[config.mk]
export PLATFORM = sky130hd
export DESIGN_NAME = seven_seg_scan_controller
export DESIGN_NICKNAME = d
export VERILOG_FILES = /design/src/rtl/seven_seg_scan_controller.sv
export SDC_FILE = /design/constraint.sdc
export NUM_CORES = 1
export LEC_CHECK = 0
export ABC_AREA = 1
export ABC_CLOCK_PERIOD_IN_PS = 2750
export BUFFER_PORTS_ARGS = -buffer_cell sky130_fd_sc_hd__buf_2
export CAP_MARGIN = 25
export CORE_ASPECT_RATIO = 0.75
export CORE_UTILIZATION = 60
export DETAILED_ROUTE_END_ITERATION = 7
export PLACE_DENSITY = 0.81
export SYNTH_ARGS = -nofsm -noshare
export SYNTH_HDL_FRONTEND = slang
export SYNTH_SLANG_ARGS = --single-unit
[constraint.sdc]
create_clock -name clk -period 2.75 [get_ports clk]
set_input_delay 0 -clock clk [delete_from_list [all_inputs] [get_ports clk]]
set_output_delay 0 -clock clk [all_outputs]
set_load 0.01 [all_outputs]
[src/rtl/seven_seg_scan_controller.sv]
// Multiplexed seven-segment scan controller: double-buffered digit word,
// one-hot digit scan with per-slot blanking and leading-zero suppression.
module seven_seg_scan_controller #(
   parameter int unsigned NUM_DIGITS   = 4,
   parameter int unsigned REFRESH_DIV  = 100000,
   parameter int unsigned BLANK_CYCLES = 1000
) (
   input  logic                    clk,
   input  logic                    resetN,
   input  logic                    enable,
   input  logic [4*NUM_DIGITS-1:0] digitsIn,
   input  logic                    loadStrobe,
   input  logic                    leadingZeroBlank,
   output logic [3:0]              BCDout,
   output logic [NUM_DIGITS-1:0]   digitEnable,
   output logic                    frameStart,
   output logic                    updatePending
);

   localparam int unsigned PW = (REFRESH_DIV > 1) ? $clog2(REFRESH_DIV) : 1;
   localparam int unsigned KW = $clog2(NUM_DIGITS);

   localparam logic [PW-1:0] P_LAST  = PW'(REFRESH_DIV - 1);
   localparam logic [PW-1:0] P_BLANK = PW'(BLANK_CYCLES);
   localparam logic [KW-1:0] K_LAST  = KW'(NUM_DIGITS - 1);

   logic [PW-1:0] p_q, p_d;
   logic [KW-1:0] k_q, k_d;
   logic          enq_q, enq_d;
   logic          boundary_c;

   logic [NUM_DIGITS-1:0][3:0] shadow_q;
   logic [NUM_DIGITS-1:0][3:0] display_q;
   logic                       pending_q;

   logic                  zero_run;
   logic [NUM_DIGITS-1:0] zero_from;
   logic                  suppress_c;
   logic                  lit_c;

   // Next prescaler / digit index; detects the frame boundary edge
   always_comb begin
      enq_d      = enable;
      p_d        = '0;
      k_d        = '0;
      boundary_c = 1'b0;
      if (enable) begin
         if (!enq_q) begin
            boundary_c = 1'b1;
         end else if (p_q == P_LAST) begin
            if (k_q == K_LAST) begin
               boundary_c = 1'b1;
            end else begin
               k_d = k_q + KW'(1);
            end
         end else begin
            p_d = p_q + PW'(1);
            k_d = k_q;
         end
      end
   end

   // Scan position and registered enable
   always_ff @(posedge clk or negedge resetN) begin
      if (!resetN) begin
         enq_q <= 1'b0;
         p_q   <= '0;
         k_q   <= '0;
      end else begin
         enq_q <= enq_d;
         p_q   <= p_d;
         k_q   <= k_d;
      end
   end

   // Double buffer: shadow takes loads, display swaps only at frame boundaries
   always_ff @(posedge clk or negedge resetN) begin
      if (!resetN) begin
         shadow_q  <= '0;
         display_q <= '0;
         pending_q <= 1'b0;
      end else begin
         if (loadStrobe) begin
            shadow_q <= digitsIn;
         end
         if (boundary_c && pending_q) begin
            display_q <= shadow_q;
         end
         if (loadStrobe) begin
            pending_q <= 1'b1;
         end else if (boundary_c) begin
            pending_q <= 1'b0;
         end
      end
   end

   // zero_from[i] is set when digit i and every higher digit are zero
   always_comb begin
      zero_run  = 1'b1;
      zero_from = '0;
      for (int i = NUM_DIGITS - 1; i >= 0; i--) begin
         zero_run     = zero_run & (display_q[i] == 4'h0);
         zero_from[i] = zero_run;
      end
   end

   // Current slot is lit when scanning, past blanking and not suppressed
   always_comb begin
      suppress_c = leadingZeroBlank && (k_q != '0) && zero_from[k_q];
      lit_c      = enq_q && (p_q >= P_BLANK) && !suppress_c;
   end

   // Registered outputs decoded from the scan state
   always_ff @(posedge clk or negedge resetN) begin
      if (!resetN) begin
         BCDout        <= 4'hF;
         digitEnable   <= '0;
         frameStart    <= 1'b0;
         updatePending <= 1'b0;
      end else begin
         BCDout        <= lit_c ? display_q[k_q] : 4'hF;
         digitEnable   <= lit_c ? (NUM_DIGITS'(1) << k_q) : '0;
         frameStart    <= enq_q && (p_q == '0) && (k_q == '0);
         updatePending <= pending_q;
      end
   end

endmodule

**Word level (Yosys, flattened, before mapping)**

Index checks and enable logic that the tools add are counted.

- Flip-flop bits (word level): 63
- Logic and storage cells: 62
- Input bits: 21
- Output and inout bits: 10

- Bitwise logic cells: 3
- Mux-type cells: 19
- Order comparisons: 2
- Add/sub/neg operators: 2
- Shift operators: 1
- Eq/ne operators: 3
- Reductions and logical operators: 16

Operators with widths:

| cell | number |
|---|---|
| 17-bit two-way mux | 3 |
| 17-bit by 1-bit adder with 17-bit output, second input constant | 1 |
| 17-bit equality test, second input constant | 1 |
| 17-bit by 10-bit greater-or-equal comparator with 1-bit output, second input constant | 1 |
| 17-bit logical NOT | 1 |
| 4-bit logical NOT | 4 |
| 4-bit two-way mux | 3 |
| 4-bit binary-select mux with 2-bit select | 1 |
| 2-bit two-way mux | 4 |
| 1-bit logical AND | 7 |
| 1-bit two-way mux | 7 |
| 2-bit nonzero test | 2 |
| 1-bit by 2-bit << shifter with 4-bit output, first input constant | 1 |
| 1-bit bitwise AND | 3 |
| 2-bit by 3-bit < comparator with 1-bit output, second input constant | 1 |
| 3-bit by 2-bit != test with 1-bit output, second input constant | 1 |
| 2-bit by 1-bit adder with 2-bit output, second input constant | 1 |
| 1-bit binary-select mux with 2-bit select | 1 |
| 2-bit equality test, second input constant | 1 |
| 2-bit logical NOT | 1 |
| 1-bit logical NOT | 1 |

**Longest topological paths before layout**

- Word-level depth: 10
- Gate-level depth with buffers: 11
- Mapped depth without buffers: 10

**Worst setup path before layout**

No wires, ideal clock.

- Path type: reg-to-reg
- From: register k_q[0]
- To: register digitEnable[0]
- Stages on the path, launching flop included: 10
- Arrival time: 1,472 ps
- Buffers on the path: 2
- Period minus slack after synthesis: 1,591 ps
- Path slack: 1,159 ps
- Data required time: 2,632 ps
- Setup time: 118 ps
- Cell sequence: dfrtp_1 buf_2 inv_1 buf_2 ha_1 inv_1 nand4_1 nand3b_1 nand2_1 nor2_1

- Cells in the longest elaborated chain, start to end: 6
- Elaborated cells on any way between the ends: 9
- Classes of those cells: 1 x shift; 3 x mux; 5 x reduce/logical

RTL lines:

| what | RTL line | text |
|---|---|---|
| from (decl) | 28 | `logic [KW-1:0] k_q, k_d;` |
| from (signal assigned) | 72 | `k_q <= k_d;` |
| 1-bit binary-select mux with 2-bit select / 2-bit nonzero test (equally long branches) | 109 | `suppress_c = leadingZeroBlank && (k_q != '0) && zero_from[k_q];` |
| 1-bit two-way mux (implied by the code) / 1-bit logical AND (equally long branches) | 109 |  |
| 1-bit logical AND | 109 |  |
| 1-bit logical NOT | 110 | `lit_c = enq_q && (p_q >= P_BLANK) && !suppress_c;` |
| 1-bit logical AND | 110 |  |
| 4-bit two-way mux (*) | 122 | `digitEnable <= lit_c ? (NUM_DIGITS'(1) << k_q) : '0;` |
| to (signal assigned) | 122 |  |
| to (decl) | 15 | `output logic [NUM_DIGITS-1:0] digitEnable,` |

Every way passes the cells marked *; elsewhere a longest branch is shown, timed or not. The select of a mux whose other input is x is not followed.
A chain may end at the register's enable or synchronous reset.

**Worst setup path after layout**

- From: register p_q[0]
- To: register p_q[11]

- Cells in the longest elaborated chain, start to end: 4
- Elaborated cells on any way between the ends: 5
- Classes of those cells: 1 x add/sub; 1 x eq/ne; 3 x mux

RTL lines:

| what | RTL line | text |
|---|---|---|
| from (decl) | 27 | `logic [PW-1:0] p_q, p_d;` |
| from (signal assigned) | 71 | `p_q <= p_d;` |
| 17-bit by 1-bit adder with 17-bit output / 17-bit equality test (equally long branches) | 57, 50 |  |
| 17-bit two-way mux (*) | 50 | `end else if (p_q == P_LAST) begin` |
| 17-bit two-way mux (*) | 48 | `if (!enq_q) begin` |
| 17-bit two-way mux (*) | 47 | `if (enable) begin` |
| via p_d[11] | 27 |  |

The timed path passes the listed nets; every way through them passes the cells marked *.

==> metrics.sh <==
RUN_STATUS='complete, no violations'
MAXSLEWVIOLCOUNT=0
FP.DIEAREA_UM2=5260
FINALNETCOUNT=436
CELL_INTERNAL_POWER_uW=1610
WORST-PATH-MAX-FANOUT=9
SYNTH-WARNING-COUNT=0
MAX_FREQ_MHz=511
CELL_AT_THE_ROOT_OF_THE_CLOCK_TREE='clkbuf_8'
PLACEDCELLCOUNT=437
SYNTH_LARGEST_TYPE_AREA_FRACTION_PCT=49.5
DRT.ANTENNA.VIOLATING_NETS=0
LARGEST_NET_DEGREE_AT_THE_START_OF_GLOBAL_ROUTING=45
ROUTED_WIRELENGTH_UM=6540
VDD.IR_DROP.WORST_mV=0.407
TNS_PS=0
CTS_TREE='yes'
HPWLAFTERDP_UM=4330
GRT_PASS1_VIAS=2486
SETUP.WORST_PATH.CLASS='reg -> reg'
NUM_IO_PINS=31
TOTAL_POWER_uW=2120
MIN_PATH_TYPE='in -> reg'
YOSYSMOSTFREQUENTCELL='nand2_1'
YOSYSTOPAREACELL='dfrtp_1'
CLOCK_SLEW_AT_REPORTED_PATH_FFS_PS=70
INITIAL_UTILIZATION_PCT=64.5
YOSYS_MOST_USED_DFF='dfrtp_1'
SLEW-LIMIT-HEADROOM_PCT=55.7
CLK_BUF_DEPTH=2
GLOBALPLACE.CONGESTION=0.927
PLACE_WORST_SETUP_SLACK_PS=884
SYNTH_AREA_UM2=2980
NUM_CLOCK_SINKS=63
POSTSYNTHCELLCOUNT=361
WORST_CLOCK_SKEW_PS=8.22
SYNTH_ENABLE_FLOP_CELLS=0
FINAL.SETUP.WORST_SLACK_PS=793
SYNTH_FP_NETS=388
POST_SYNTH_NUM_CELL_TYPES=30
AREA_OF_THE_CORE_UM2=4620
SYNTH_SEQUENTIAL_AREA_RATIO_PCT=53.0
SEQ_POWER_SHARE_PCT=49.5
AREA.GROWTH.SYNTH_TO_FINAL_PCT=18.9
GRT_FIRST_PASS_WIRELENGTH_UM=11500
HTREEDEPTH=3
ROW_COUNT=21
SYNTH_COMMONEST_CELLS='115 x nand2_1, 59 x dfrtp_1, 40 x nor2_1, 29 x inv_1, 21 x o21ai_0'
SETUP_VIOL_COUNT_FINAL=0
R2R_SETUP_SLACK_PS=790
TOTAL_LEAKAGE_POWER_uW=0.00172
GRT_ANTENNA_BEFORE_REPAIR=0
ROUTED_WIRE_LENGTH_PER_INSTANCE_UM=13.9
GR-TOTAL-OVERFLOW=0
TIGHTESTPINTRANSITION_PS=664
SYNTH.TOP_CELLS.BY_AREA='dfrtp_1 50%, nand2_1 14%, nor2_1 5.0%'
YOSYS_REGISTER_BITS=63
UNREPAIRED_SETUP_ENDPOINTS_AFTER_GLOBAL_ROUTING='false'
DIE_H_UM=63.1
LAYOUT-DRIVE-GT1-SHARE_PCT=14.7
VIA_PER_INST=5.48
CHIPWIDTH_UM=83.4
COMB_POWER_SHARE_PCT=9.2
LAYOUT_MIN_CYCLE_TIME_PS=1960
PORT_BUFFERS=30
CTS_BUFFERS=9
TIMING.CRITICAL_PATH.ARRIVAL_PS=2210
POWER_PER_CELL_AREA_nW_PER_UM2=597
SWITCHING_SHARE_PCT=24.0
PERIOD_SHARE_PCT=71.2
SYNTH_ASYNC_SR_FLOP_SHARE_PCT=100
DETAIL_ROUTE.ITER0.VIOLATIONS=212
TIMING.MAX_CAP.VIOLATIONS=0
CRIT_PATH_START_KIND='flop'
VIAS=2580
REQUIRED_TIME_REPORTED_FOR_THE_CRITICAL_PATH_ENDPOINT_PS=3010
CLOCK_NETWORK_LATENCY_TO_THE_LATER_PIN_OF_THE_WORST_SKEW_PAIR_PS=340
SYNTHESIS.AREA_PER_INSTANCE_UM2=8.26
INSERTEDDIODECOUNT=0
TOTAL_GLOBAL_ROUTE_TRACK_USAGE_PCT=28.6
DRT_FIRST_PASS_ITERS=4
FINISH.CELL_COUNT_WITHOUT_FILLERS=471
P_SWITCHING_uW=509
HOLD_VIOLATIONS=0
CLOCK_POWER_SHARE_PCT=41.3
DR_DRC_COUNT=0
CRITICAL_PATH.ENDPOINT_TYPE='flop'
-- final timing paths --
check,startpoint,to,cells after the start
max,p_q[0],p_q[11],8
min,loadStrobe,shadow_q[13],3
max reg2reg,p_q[0],p_q[11],8
min reg2reg,display_q[2],display_q[2],2
max in group asynchronous,resetN,p_q[7],3
min in group asynchronous,resetN,k_q[1],2
-- logic make-up after synthesis --
group / after synthesis / share of synthesized area [%]
AND/OR/NAND/NOR: 206 / 30.7
flip-flops: 63 / 53.0
buffers and inverters: 44 / 6.08
AO/OA/AOI/OAI: 39 / 6.80
adder cells (fa/ha/maj): 6 / 2.52
XOR/XNOR: 3 / 0.881
-- per-stage QoR --
stage	cell area (um2)	hold slack [ps]	utilization [%]
2_1_floorplan	2980	-296	-
3_3_place_gp	3150	-49.2	68.1
3_5_place_dp	3150	-48.9	68.1
4_1_cts	3540	22.7	76.7
5_1_grt	3540	29.7	76.7
6_report	3540	37.4	76.7
-- worst max-delay path, stage by stage (launching register included) --
cell and delay, ps:
dfrtp_1 420, ha_1 230, nand2_2 80, inv_2 50, nand2_2 90, nor2_4 50
a21oi_1 540, o21ai_0 230, a21oi_1 180
-- power by group through the flow --
stage / sequential (uW) / clock [uW] / combinational, uW
6_report: 1050 / 873 / 196
4_1_cts: 1050 / 885 / 195
5_1_grt: 1050 / 940 / 230
3_5_place_dp: 1060 / 0 / 174
3_3_place_gp: 1060 / 0 / 168
2_1_floorplan: 1040 / 0 / 121
-- registers in the layout (all words and copies together) (netlist names) --
| name | flops |
|---|---|
| digitEnable | 4 |
| frameStart | 1 |
| p_q | 17 |
| enq_q | 1 |
| updatePending | 1 |
| pending_q | 1 |
| BCDout | 4 |
| shadow_q | 16 |
| display_q | 16 |
| k_q | 2 |
-- metal layers --
| layer | GRT usage (%) | share of wire (%) | wire length, um |
|---|---|---|---|
| met1 | 40.8 | 50 | 3250 |
| met2 | 41.8 | 44 | 2850 |
| met3 | 9.31 | 6.1 | 396 |
| met4 | 8.62 | 0.73 | 48 |
| met5 | 0 | 0 | 0 |
-- layout by cell type (no fill, tap or decap), types with 6 or more instances in the layout --
| master | Yosys | layout |
|---|---|---|
| nand4_1 | 20 | 20 |
| nor3_1 | 9 | 9 |
| dlygate4sd3_1 | 0 | 18 |
| ha_1 | 6 | 6 |
| nand2_1 | 115 | 115 |
| o21ai_0 | 21 | 21 |
| a21oi_1 | 15 | 15 |
| nand3_1 | 8 | 8 |
| nor2_1 | 40 | 40 |
| inv_1 | 29 | 29 |
| buf_2 | 4 | 30 |
| dfrtp_1 | 59 | 59 |
| clkbuf_8 | 0 | 10 |
-- what timing repair did --
item,4_1_cts,5_1_grt
hold endpoints to repair,36,0
buffers inserted,0,0
gates resized for setup,0,0
hold buffers,18,0
-- layout make-up --
cell class,count,area [um2]
repair buffers,49,338
inverters,32,120
flip-flops and latches,63,1580
well taps,57,71.3
clock buffers,12,145
multi-input cells,254,1220
clock inverters,4,70.1
fillers,318,1080
(Power assumes the default switching activity.)
